`config.mk`:
```
export PLATFORM = sky130hd
export DESIGN_NAME = requantize_sequencer_mc
export DESIGN_NICKNAME = d
export VERILOG_FILES = /design/src/rtl/requantize_sequencer_mc.sv
export SDC_FILE = /design/constraint.sdc
export NUM_CORES = 1
export LEC_CHECK = 0
export BUFFER_PORTS_ARGS = -buffer_cell sky130_fd_sc_hd__buf_4
export CELL_PAD_IN_SITES_DETAIL_PLACEMENT = 0
export CELL_PAD_IN_SITES_GLOBAL_PLACEMENT = 1
export CORE_MARGIN = 4
export CORE_UTILIZATION = 44
export CTS_CLUSTER_SIZE = 25
export DETAILED_ROUTE_END_ITERATION = 6
export PLACE_DENSITY = 0.87
export SLEW_MARGIN = 40
export SYNTH_ARGS = -nofsm -noshare
export SYNTH_HDL_FRONTEND = slang
export SYNTH_SLANG_ARGS = --single-unit
```
`constraint.sdc`:
```
create_clock -name clk -period 3.1 [get_ports clk]
set_input_delay 0.31 -clock clk [delete_from_list [all_inputs] [get_ports clk]]
set_output_delay 0.31 -clock clk [all_outputs]
set_load 0.01 [all_outputs]
```
`src/rtl/requantize_sequencer_mc.sv`:
```
// Requantization sequencer: walks channels, scalefactor bands and windows,
// fetching band widths and issuing one command per sample to the calculator.
module requantize_sequencer_mc #(
  parameter int NUM_CH      = 2,
  parameter int ADDR_W      = 10,
  parameter int GRANULE_LEN = 576,
  parameter int CH_W        = 1
) (
  input  logic                     clk,
  input  logic                     rst,
  input  logic                     start,
  input  logic                     abort,
  input  logic [1:0]               sfreq,
  input  logic [2*NUM_CH-1:0]      ch_mode,
  input  logic [ADDR_W*NUM_CH-1:0] ch_limit,
  output logic                     band_rd_en,
  output logic [1:0]               band_rd_mode,
  output logic [1:0]               band_rd_freq,
  output logic [4:0]               band_rd_cb,
  input  logic [7:0]               band_rd_width,
  output logic                     cmd_valid,
  input  logic                     cmd_ready,
  output logic [CH_W-1:0]          cmd_ch,
  output logic [ADDR_W-1:0]        cmd_index,
  output logic [4:0]               cmd_cb,
  output logic [1:0]               cmd_window,
  output logic                     cmd_short,
  output logic                     cmd_zero,
  output logic                     cmd_last,
  input  logic                     calc_idle,
  output logic                     busy,
  output logic                     done
);

  typedef enum logic [3:0] {
    S_IDLE, S_CH_INIT, S_BAND_REQ, S_BAND_WAIT, S_EMIT,
    S_BAND_NEXT, S_CH_NEXT, S_DRAIN, S_DONE
  } state_e;

  state_e              state_q, state_d;
  logic [CH_W-1:0]     ch_q, ch_d;
  logic [ADDR_W-1:0]   idx_q, idx_d;
  logic [4:0]          cb_q, cb_d;
  logic [1:0]          win_q, win_d;
  logic                sh_q, sh_d;
  logic [1:0]          mode_q, mode_d;
  logic [1:0]          freq_q, freq_d;
  logic [ADDR_W-1:0]   lim_q, lim_d;
  logic [7:0]          wid_q, wid_d;
  logic [7:0]          cnt_q, cnt_d;

  logic                idx_end, cnt_end, win_end;
  logic                mixed, final_band, last_ch;
  logic [4:0]          cb_last;
  logic [1:0]          mode_sel;
  logic [ADDR_W-1:0]   lim_sel;

  assign mode_sel = ch_mode[int'(ch_q)*2 +: 2];
  assign lim_sel  = ch_limit[int'(ch_q)*ADDR_W +: ADDR_W];
  assign idx_end  = idx_q == ADDR_W'(GRANULE_LEN-1);
  assign cnt_end  = cnt_q == wid_q - 8'd1;
  assign win_end  = !sh_q || win_q == 2'd2;
  assign mixed    = mode_q == 2'd1;
  assign last_ch  = int'(ch_q) == NUM_CH-1;

  // Mixed blocks run long cb 0..7, then restart the short region at cb 3.
  assign cb_last    = sh_q ? 5'd12 : (mixed ? 5'd7 : 5'd21);
  assign final_band = (cb_q == cb_last) && (sh_q || !mixed);

  always_ff @(posedge clk or negedge rst) begin
    if (!rst) begin
      state_q <= S_IDLE;
      ch_q    <= '0;
      idx_q   <= '0;
      cb_q    <= '0;
      win_q   <= '0;
      sh_q    <= 1'b0;
      mode_q  <= '0;
      freq_q  <= '0;
      lim_q   <= '0;
      wid_q   <= '0;
      cnt_q   <= '0;
    end else begin
      state_q <= state_d;
      ch_q    <= ch_d;
      idx_q   <= idx_d;
      cb_q    <= cb_d;
      win_q   <= win_d;
      sh_q    <= sh_d;
      mode_q  <= mode_d;
      freq_q  <= freq_d;
      lim_q   <= lim_d;
      wid_q   <= wid_d;
      cnt_q   <= cnt_d;
    end
  end

  always_comb begin
    state_d = state_q;
    ch_d    = ch_q;
    idx_d   = idx_q;
    cb_d    = cb_q;
    win_d   = win_q;
    sh_d    = sh_q;
    mode_d  = mode_q;
    freq_d  = freq_q;
    lim_d   = lim_q;
    wid_d   = wid_q;
    cnt_d   = cnt_q;
    unique case (state_q)
      S_IDLE: begin
        if (start) begin
          state_d = S_CH_INIT;
          ch_d    = '0;
        end
      end
      S_CH_INIT: begin
        mode_d  = mode_sel;
        freq_d  = sfreq;
        lim_d   = lim_sel;
        idx_d   = '0;
        cb_d    = '0;
        win_d   = '0;
        sh_d    = mode_sel == 2'd0;
        state_d = S_BAND_REQ;
      end
      S_BAND_REQ: state_d = S_BAND_WAIT;
      S_BAND_WAIT: begin
        wid_d   = band_rd_width;
        cnt_d   = '0;
        win_d   = '0;
        state_d = (band_rd_width == 8'd0) ? S_BAND_NEXT : S_EMIT;
      end
      S_EMIT: begin
        if (cmd_ready) begin
          idx_d = idx_q + 1'b1;
          if (idx_end) begin
            state_d = S_CH_NEXT;
          end else if (cnt_end) begin
            cnt_d = '0;
            if (win_end) state_d = S_BAND_NEXT;
            else         win_d   = win_q + 2'd1;
          end else begin
            cnt_d = cnt_q + 8'd1;
          end
        end
      end
      S_BAND_NEXT: begin
        if (cb_q != cb_last) begin
          cb_d    = cb_q + 5'd1;
          state_d = S_BAND_REQ;
        end else if (mixed && !sh_q) begin
          sh_d    = 1'b1;
          cb_d    = 5'd3;
          state_d = S_BAND_REQ;
        end else begin
          state_d = S_CH_NEXT;
        end
      end
      S_CH_NEXT: begin
        if (last_ch) begin
          state_d = S_DRAIN;
        end else begin
          ch_d    = ch_q + 1'b1;
          state_d = S_CH_INIT;
        end
      end
      S_DRAIN: if (calc_idle) state_d = S_DONE;
      S_DONE:  state_d = S_IDLE;
      default: state_d = S_IDLE;
    endcase
    // A transfer in the abort cycle still advances the index above.
    if (abort && state_q != S_IDLE) state_d = S_IDLE;
  end

  always_comb begin
    busy         = state_q != S_IDLE;
    done         = state_q == S_DONE;
    band_rd_en   = state_q == S_BAND_REQ;
    cmd_valid    = state_q == S_EMIT;
    band_rd_mode = mode_q;
    band_rd_freq = freq_q;
    band_rd_cb   = cb_q;
    cmd_ch       = ch_q;
    cmd_index    = idx_q;
    cmd_cb       = cb_q;
    cmd_window   = win_q;
    cmd_short    = sh_q;
    cmd_zero     = cmd_valid && (idx_q >= lim_q);
    cmd_last     = cmd_valid && last_ch &&
                   (idx_end || (final_band && win_end && cnt_end));
  end

endmodule
```
==> flow_metrics.tcl, run 1 <==
set metrics [dict create \
    crit_path_max_fanout 6 \
    totalNegativeSetupSlack_ps 0 \
    post_cts_resize_count 0 \
    remaining_drc_errors 0 \
    met2_length_mm 3.68 \
    timing.critical_path.slowest_stage_cell "or4bb_1" \
    setup_violations 0 \
    route.antenna.remaining_nets 0 \
    final_nets 499 \
    achievable-frequency_mhz 371 \
    cts-root-to-sink-buffers 2 \
    die_height_um 94.8 \
    stdcell_area_sq_um 4030 \
    routed-wl-met3_um 551 \
    routed-via-count 2889 \
    outcome "complete, no violations" \
    post_synth_instance_area_sq_um 3320 \
    max-vdd-ir-drop_mv 0.378 \
    fillCellCount 733 \
    yosys.area.top_type "dfrtp_1" \
    num_io_pins 74 \
    grt_pass1_vias 2773 \
    yosysUniqueCellTypes 56 \
    postRouteWirelength_mm 7.92 \
    worst-endpoint-arrival_ps 2380 \
    gp_congestion 0.875 \
    buffer_ports.inserted 73 \
    route.layer.met1.wl_mm 3.63 \
    die-width_um 94.8 \
    dpl.cell_count 536 \
    layout_min_cycle_time_ps 2690 \
    postCtsSetupRepairBufs 0 \
    worst_setup_path_start_kind "register" \
    final_layout_size_suffix_gt1_share_pct 22.7 \
    core.rowCount 31 \
    worst_endpoint_required_time_ps 2790 \
    clock_latency_ps 300 \
    grt_start_max_net_pins 54 \
    post-route-worst-setup-slack_ps 407 \
    htree_num_levels 2 \
    p_total_mw 3.16 \
    placement.setup.worst_slack_ps 619 \
    post_synth_inst_count 378 \
    dieArea_sq_um 8990 \
    timing.critical_path.slowest_cell_delay_ps 490 \
    synth.yosys.warnings 0 \
    worst_slew_pin_slew_ps 801 \
    crit_path_cell_trace "nor2_1 > nand2_1 > or4bb_1 > and3b_1 > a2111oi_4 > nand3_2 > a21oi_1 > buf_4" \
    p_leak_nw 1.87 \
    tritoncts "done" \
    final_core_utilization_pct 55.2 \
    post_drt_wl_per_cell_um 14.6 \
    detailed_place_hpwl_mm 5.98 \
    grt_first_pass_wirelength_mm 13.3 \
    postSynth.topFlopCell "dfrtp_1" \
    insertedDiodeCount 0 \
    total_power_divided_by_cell_area_nw_per_um2 784 \
    async_reset_ff_share_pct 100 \
    drt_iter0_markers 176 \
    placed_cell_area_sq_um 3950 \
    fin_worst_hold_slack_ps 40.3 \
    cts_hold_buf 0 \
    hold_viol 0 \
    grt_use_total_pct 18.6 \
    clk_root_buffer_cell "clkbuf_8" \
    cap_viol_max_count 0 \
    post-route-period-util_pct 86.9 \
    final.setup_skew_ps 5.60 \
    core_area_sq_um 7290 \
    syn2layout_area_growth_pct 21.4 \
    routed.top_layer "met4" \
    antenna_found_initial 0 \
    cts_made_buffers 5 \
    grt_setup_unrepaired "no" \
    drtPass1Iterations 4 \
    remaining_global_route_overflow 0 \
    postSynthNetCount 433 \
    path_type_of_the_worst_setup_path "reg -> out" \
    floorplan.initialDensity_pct 45.5 \
    seq_area_frac_synth_pct 40.0 \
    tritoncts_num_sinks 53 \
    detail_route.vias_per_cell 5.31 \
    synth-edff-count 0 \
    ys_top_cells_by_area "dfrtp_1 40%, nand2_1 6.4%, ha_1 5.7%" \
    clkTransAtPathRegs_ps 100 \
    max-slew-margin-rel_pct 46.4 \
    hold_class "in -> async" \
    synth.top_cell.area_share_pct 40.0 \
    post_synth.cell_area_avg_sq_um 8.78 \
    cp-end-kind "output pin" \
    final-instance-count-excl-fill 544 \
    timing_max_transition_violations_final 0 \
    ys_seq_elements 53 \
]
## report_power, final
part | leakage [nW] | internal (mW) | switching (mW) | total [mW]
clock | 0.0395 | 0.161 | 0.224 | 0.386
sequential | 0.680 | 0.941 | 0.304 | 1.25
combinational | 1.15 | 0.704 | 0.823 | 1.53
total | 1.87 | 1.81 | 1.35 | 3.16
## cells in the mapped netlist, types with 2 or more instances
master     n
a31oi_1    4
clkbuf_1  15
or2_1      2
nand2_1   57
nand2b_1  10
o21a_1     3
nor2b_1    2
or4b_1     2
or4_1      3
a211oi_1   2
nor3_1     8
o21ai_1   10
ha_1      15
xnor2_1    8
buf_4      5
a21oi_1   17
o21bai_1   2
or3_1      3
o211ai_1   4
inv_1     16
mux2_2     6
and2_1     2
nand3_1   18
a211oi_2   2
o31ai_1    2
nor2_1    31
nand4_1    2
mux2i_1   14
nor4_1     3
xor2_1    11
and3_1     3
o41ai_1    3
nand3b_1   3
o21ai_0   16
dfrtp_1   53
## cells by family (layout without fill, tap and decap cells)
kind of cell | count (synthesis) | count (layout) | share of synthesized area (%)
XOR/XNOR | 19 | 19 | 5.02
adder cells (fa/ha/maj) | 15 | 15 | 5.66
multiplexers | 20 | 20 | 6.26
AO/OA/AOI/OAI | 73 | 73 | 14.3
buffers and inverters | 39 | 106 | 5.20
AND/OR/NAND/NOR | 159 | 159 | 23.6
flip-flops | 53 | 53 | 40.0
## area by class of cell
class / count / area, sq um / share of cell area (%)
Multi-Input combinational cell: 286 / 1830 / 45.3
Sequential cell: 53 / 1330 / 32.9
Timing Repair Buffer: 81 / 608 / 15.1
Tap cell: 99 / 124 / 3.08
Clock buffer: 8 / 80.1 / 1.99
Inverter: 17 / 63.8 / 1.58
## registers in the layout, summed over array words and instances (netlist names)
name / flops
cmd_ch: 1
band_rd_mode: 2
band_rd_freq: 2
state_q: 4
cnt_q: 8
cmd_window: 2
band_rd_cb: 5
cmd_index: 10
cmd_short: 1
lim_q: 10
wid_q: 8
## layout by cell type (no fill, tap or decap), types with 14 or more instances in the layout
cell type,instances
buf_4,81
nand2_1,57
dfrtp_1,53
nor2_1,31
nand3_1,18
a21oi_1,17
inv_1,16
o21ai_0,16
ha_1,15
mux2i_1,14
## per-layer routing
metal	GRT usage [%]	vias up
li1	-	1443
met4	4.69	0
met2	29.0	79
met5	0	-
met1	26.3	1362
met3	4.06	5
## path summary, 6_finish.rpt
kind                                 start               to  slack, ps  depth (start not counted)
max in group asynchronous              rst     cmd_index[0]       2600                          1
min reg2reg                band_rd_freq[1]  band_rd_freq[1]        490                          2
max reg2reg                       wid_q[2]         cnt_q[4]        620                          8
min                                    rst         wid_q[6]         40                          1
max                               wid_q[2]         cmd_last        410                          8
min in group clk                     abort       state_q[3]        180                          2
## critical path, delay by kind of cell (launching register included)
family          cells  cell delay (ps)
compound gates      2              400
flops               1              450
buf+inv             1              140
simple gates        5             1080
(Power assumes the default switching activity.)
==> run 2, diff against run 1 <==
Settings changed: RECOVER_POWER set to 25.
==> flow_metrics.tcl, run 2 (synthesized netlist as in run 1, its figures left out) <==
set metrics [dict create \
    core.rowCount 31 \
    floorplan.initialDensity_pct 45.5 \
    syn2layout_area_growth_pct 21.3 \
    dpl.cell_count 536 \
    gp_congestion 0.875 \
    final_layout_size_suffix_gt1_share_pct 22.7 \
    rrSetupSlack_ps 620 \
    setup_violations 0 \
    layout.cells.most_common_list "80 x buf_4, 57 x nand2_1, 53 x dfrtp_1, 31 x nor2_1, 18 x nand3_1" \
    dieArea_sq_um 8990 \
    post_cts_resize_count 0 \
    cts_hold_buf 0 \
    tritoncts_num_sinks 53 \
    post_drt_wl_per_cell_um 14.5 \
    power.switching_mw 1.35 \
    core_area_sq_um 7290 \
    layout_min_cycle_time_ps 2690 \
    buffer_ports.inserted 73 \
    total_power_divided_by_cell_area_nw_per_um2 784 \
    hold_viol 0 \
    cts_made_buffers 5 \
    timing_max_transition_violations_final 0 \
    final-instance-count-excl-fill 544 \
    grt_setup_unrepaired "no" \
    tritoncts "done" \
    worst_endpoint_required_time_ps 2790 \
    routed-via-count 2899 \
    grt_first_pass_wirelength_mm 13.3 \
    achievable-frequency_mhz 372 \
    hold_class "in -> reg" \
    worst-endpoint-arrival_ps 2380 \
    crit_path_max_fanout 6 \
    placement.setup.worst_slack_ps 619 \
    hp-start "abort" \
    r2r_start "wid_q[2]" \
    max-vdd-ir-drop_mv 0.377 \
    cap_viol_max_count 0 \
    worst_slew_pin_slew_ps 1330 \
    post-route-period-util_pct 86.7 \
    fillCellCount 734 \
    p_int_mw 1.81 \
    clock_latency_ps 300 \
    grt_use_total_pct 18.6 \
    clock_power_share_pct 12.2 \
    antenna_found_initial 0 \
    worst_setup_path_start_kind "register" \
    final.setup_skew_ps 3.96 \
    share_seq_of_total_power_pct 39.5 \
    post-route-worst-setup-slack_ps 413 \
    cts-root-to-sink-buffers 2 \
    remaining_drc_errors 0 \
    route.antenna.remaining_nets 0 \
    detail_route.vias_per_cell 5.33 \
    detailed_place_hpwl_mm 5.98 \
    die_height_um 94.8 \
    remaining_global_route_overflow 0 \
    path_type_of_the_worst_setup_path "reg -> out" \
    p_leak_nw 1.87 \
    totalNegativeSetupSlack_ps 0 \
    die-width_um 94.8 \
    htree_num_levels 2 \
    power.share.switching_pct 42.7 \
    num_io_pins 74 \
    clk_root_buffer_cell "clkbuf_8" \
    setup.worst_path.start "wid_q[2]" \
    grt_start_max_net_pins 54 \
    clkTransAtPathRegs_ps 90 \
    commonest_non_fill_non_tap_cell_in_the_layout "buf_4" \
    power_frac_comb_pct 48.4 \
    outcome "complete, no violations" \
    grt_pass1_vias 2773 \
    postCtsSetupRepairBufs 0 \
    final_nets 499 \
    drtPass1Iterations 4 \
    drt_iter0_markers 176 \
    cp-end-kind "output pin" \
    postRouteWirelength_mm 7.88 \
    max-slew-margin-rel_pct 11.3 \
    insertedDiodeCount 0 \
]
-- run 2: changes by cell type in the layout (fill, tap and decap cells not counted), sizes merged --
cell / before / now
buf: 81 / 80
clkbuf: 8 / 9
-- run 2: final cells by class --
class	count	area (sq um)	share of cell area, %
clock buffers	8	80.1	1.99
multi-input cells	286	1830	45.4
well taps	99	124	3.08
flip-flops and latches	53	1330	32.9
repair buffers	81	606	15.0
inverters	17	63.8	1.59
-- run 2: final timing paths --
path                                   end  cells past startpoint
min                             state_q[3]                      2
max reg2reg                       cnt_q[4]                      8
min reg2reg                band_rd_freq[1]                      2
min in group asynchronous         wid_q[6]                      1
max in group asynchronous     cmd_index[0]                      1
max                               cmd_last                      8
-- run 2: per-stage QoR --
step	instance area [sq um]	hold slack [ps]	total power [mW]	util, %
after floorplan	3320	14.4	2.30	-
after global placement	3950	398	2.75	54.1
after detailed placement	3950	400	2.81	54.1
after CTS	4030	65.3	3.19	55.2
after global routing	4030	161	3.48	55.2
final	4030	184	3.15	55.2
-- run 2: critical path: stages (launching register included) --
cell	delay, ps
dfrtp_1	450
nor2_1	190
nand2_1	110
or4bb_1	490
and3b_1	200
a2111oi_4	230
nand3_2	90
a21oi_1	170
buf_4	140
-- run 2: metal layers --
metal | global-route usage (%) | up-vias | part of all wire, % | routed length [um]
li1 | - | 1442 | - | -
met1 | 26.3 | 1364 | 45 | 3580
met2 | 29.0 | 86 | 47 | 3690
met3 | 4.06 | 7 | 6.9 | 542
met4 | 4.69 | 0 | 0.91 | 72
met5 | 0 | - | 0 | 0
-- run 2: power groups by stage --
stage               clock [mW]  combinational, mW  sequential, mW
floorplan                    0               1.13            1.17
global placement             0               1.51            1.24
detailed placement           0               1.55            1.26
CTS                      0.397               1.55            1.24
global route             0.428               1.75            1.30
finish                   0.383               1.53            1.25
==> run 3, diff against run 2 <==
Settings changed: CORE_MARGIN 4 to not set, GPL_ROUTABILITY_DRIVEN set to 0.
Clock period 3.1 ns to 3.4 ns, I/O delays scaled along.
==> flow_metrics.tcl, run 3 (synthesized netlist as in run 1, its figures left out) <==
set metrics [dict create \
    grt_setup_unrepaired "no" \
    postCtsSetupRepairBufs 0 \
    core_area_sq_um 7250 \
    route.antenna.remaining_nets 0 \
    floorplan.initialDensity_pct 45.7 \
    total_power_divided_by_cell_area_nw_per_um2 734 \
    timing.hold.worst_endpoint "state_q[3]" \
    grt_use_total_pct 20.6 \
    worst-endpoint-arrival_ps 2570 \
    syn2layout_area_growth_pct 22.4 \
    cp-end-kind "output pin" \
    route.layer.met1.wl_mm 3.62 \
    cts-root-to-sink-buffers 2 \
    stdcell_area_sq_um 4060 \
    remaining_global_route_overflow 0 \
    clock_latency_ps 310 \
    buffer_ports.inserted 73 \
    detailed_place_hpwl_mm 5.68 \
    final_nets 498 \
    tritoncts "done" \
    max-vdd-ir-drop_mv 0.273 \
    clkTransAtPathRegs_ps 110 \
    tritoncts_num_sinks 53 \
    antenna_found_initial 0 \
    fillCellCount 710 \
    layout.cells.most_common_list "79 x buf_4, 57 x nand2_1, 53 x dfrtp_1, 31 x nor2_1, 18 x nand3_1" \
    post_cts_resize_count 0 \
    placement.setup.worst_slack_ps 861 \
    detail_route.vias_per_cell 5.36 \
    insertedDiodeCount 0 \
    achievable-frequency_mhz 343 \
    num_io_pins 74 \
    timing.critical_path.slowest_stage_cell "or4bb_1" \
    drtPass1Iterations 4 \
    layout_min_cycle_time_ps 2910 \
    grt_pass1_vias 2684 \
    die_height_um 88.8 \
    r2r_start "wid_q[2]" \
    remaining_drc_errors 0 \
    final-instance-count-excl-fill 543 \
    core.rowCount 31 \
    hold_class "in -> reg" \
    met2_length_mm 3.51 \
    die-width_um 88.8 \
    crit_path_cell_trace "nor2_1 > nand2_1 > or4bb_1 > and3b_1 > a2111oi_4 > buf_4 > nand3_2 > a21oi_1 > buf_4" \
    post-route-period-util_pct 85.7 \
    p_leak_nw 1.88 \
    cts_hold_buf 0 \
    post_drt_wl_per_cell_um 14.0 \
    routed-wl-met3_um 377 \
    max-slew-margin-rel_pct -91.7 \
    routed.top_layer "met4" \
    routed-via-count 2908 \
    r2r_cells 8 \
    final.setup_skew_ps 14.9 \
    timing.critical_path.slowest_cell_delay_ps 490 \
    clk_root_buffer_cell "clkbuf_8" \
    dpl.cell_count 535 \
    commonest_non_fill_non_tap_cell_in_the_layout "buf_4" \
    hp-start "abort" \
    post-route-worst-setup-slack_ps 487 \
    worst_endpoint_required_time_ps 3060 \
    cap_viol_max_count 1 \
    timing_max_transition_violations_final 54 \
    grt_start_max_net_pins 54 \
    setup_violations 0 \
    totalNegativeSetupSlack_ps 0 \
    placed_cell_area_sq_um 3940 \
    worst_slew_pin_slew_ps 2880 \
    rrSetupSlack_ps 1010 \
    drt_iter0_markers 161 \
    worst_setup_path_start_kind "register" \
    final_layout_size_suffix_gt1_share_pct 23.2 \
    grt_first_pass_wirelength_mm 12.5 \
    dieArea_sq_um 7890 \
    htree_num_levels 2 \
    whs_path_depth 2 \
    cts_made_buffers 5 \
    crit_path_max_fanout 13 \
    postRouteWirelength_mm 7.63 \
    worstReg2RegEnd "cnt_q[4]" \
    outcome "complete, but fails checks" \
    violated_checks "max-capacitance violations, max-slew violations" \
    cp_most_frequent_cell "buf_4" \
    final_core_utilization_pct 56.0 \
    hold_viol 0 \
    path_type_of_the_worst_setup_path "reg -> out" \
]
-- run 3: cell types whose count changed in the layout (fill, tap and decap cells not counted), sizes merged --
cell,delta
clkbuf,-2
bufinv,+1
clkinvlp,+1
buf,-1
-- run 3: report_power, final --
group          switching [mW]  internal, mW  leakage (nW)
sequential              0.307         0.858         0.680
combinational           0.718         0.637          1.14
clock                   0.220         0.240        0.0574
-- run 3: layer usage --
metal	vias up	GRT usage (%)
met5	-	0
met4	0	6.89
met1	1376	28.0
li1	1445	-
met3	9	4.10
met2	78	32.8
-- run 3: cell type report --
class | instances | area, sq um | area share (%)
Clock buffer | 6 | 82.6 | 2.03
Clock inverter | 2 | 37.5 | 0.924
Inverter | 17 | 63.8 | 1.57
Multi-Input combinational cell | 286 | 1830 | 45.1
Sequential cell | 53 | 1330 | 32.6
Tap cell | 99 | 124 | 3.05
Timing Repair Buffer | 80 | 597 | 14.7
-- run 3: how the worst max path moves through the flow --
stage / to / slack [ps] / startpoint / cells after the start
after CTS: cmd_last / 500 / wid_q[2] / 9
after global placement: cmd_last / 880 / wid_q[2] / 9
after detailed placement: cmd_last / 860 / wid_q[2] / 9
after floorplan: cmd_last / 1000 / wid_q[2] / 8
final: cmd_last / 490 / wid_q[2] / 9
after global routing: band_rd_cb[4] / 250 / rst / 1
-- run 3: worst max-delay path: cells and delay by family (launching register included) --
family | cells | cell delay (ps)
compound gates | 2 | 330
flops | 1 | 450
simple gates | 5 | 1080
buf+inv | 2 | 400
-- run 3: stage by stage --
| step | total power [mW] | hold WS [ps] |
|---|---|---|
| after floorplan | 2.10 | 44.4 |
| after global placement | 2.49 | 426 |
| after detailed placement | 2.53 | 429 |
| after CTS | 3.00 | 81.1 |
| after global routing | 3.26 | 204 |
| final | 2.98 | 204 |
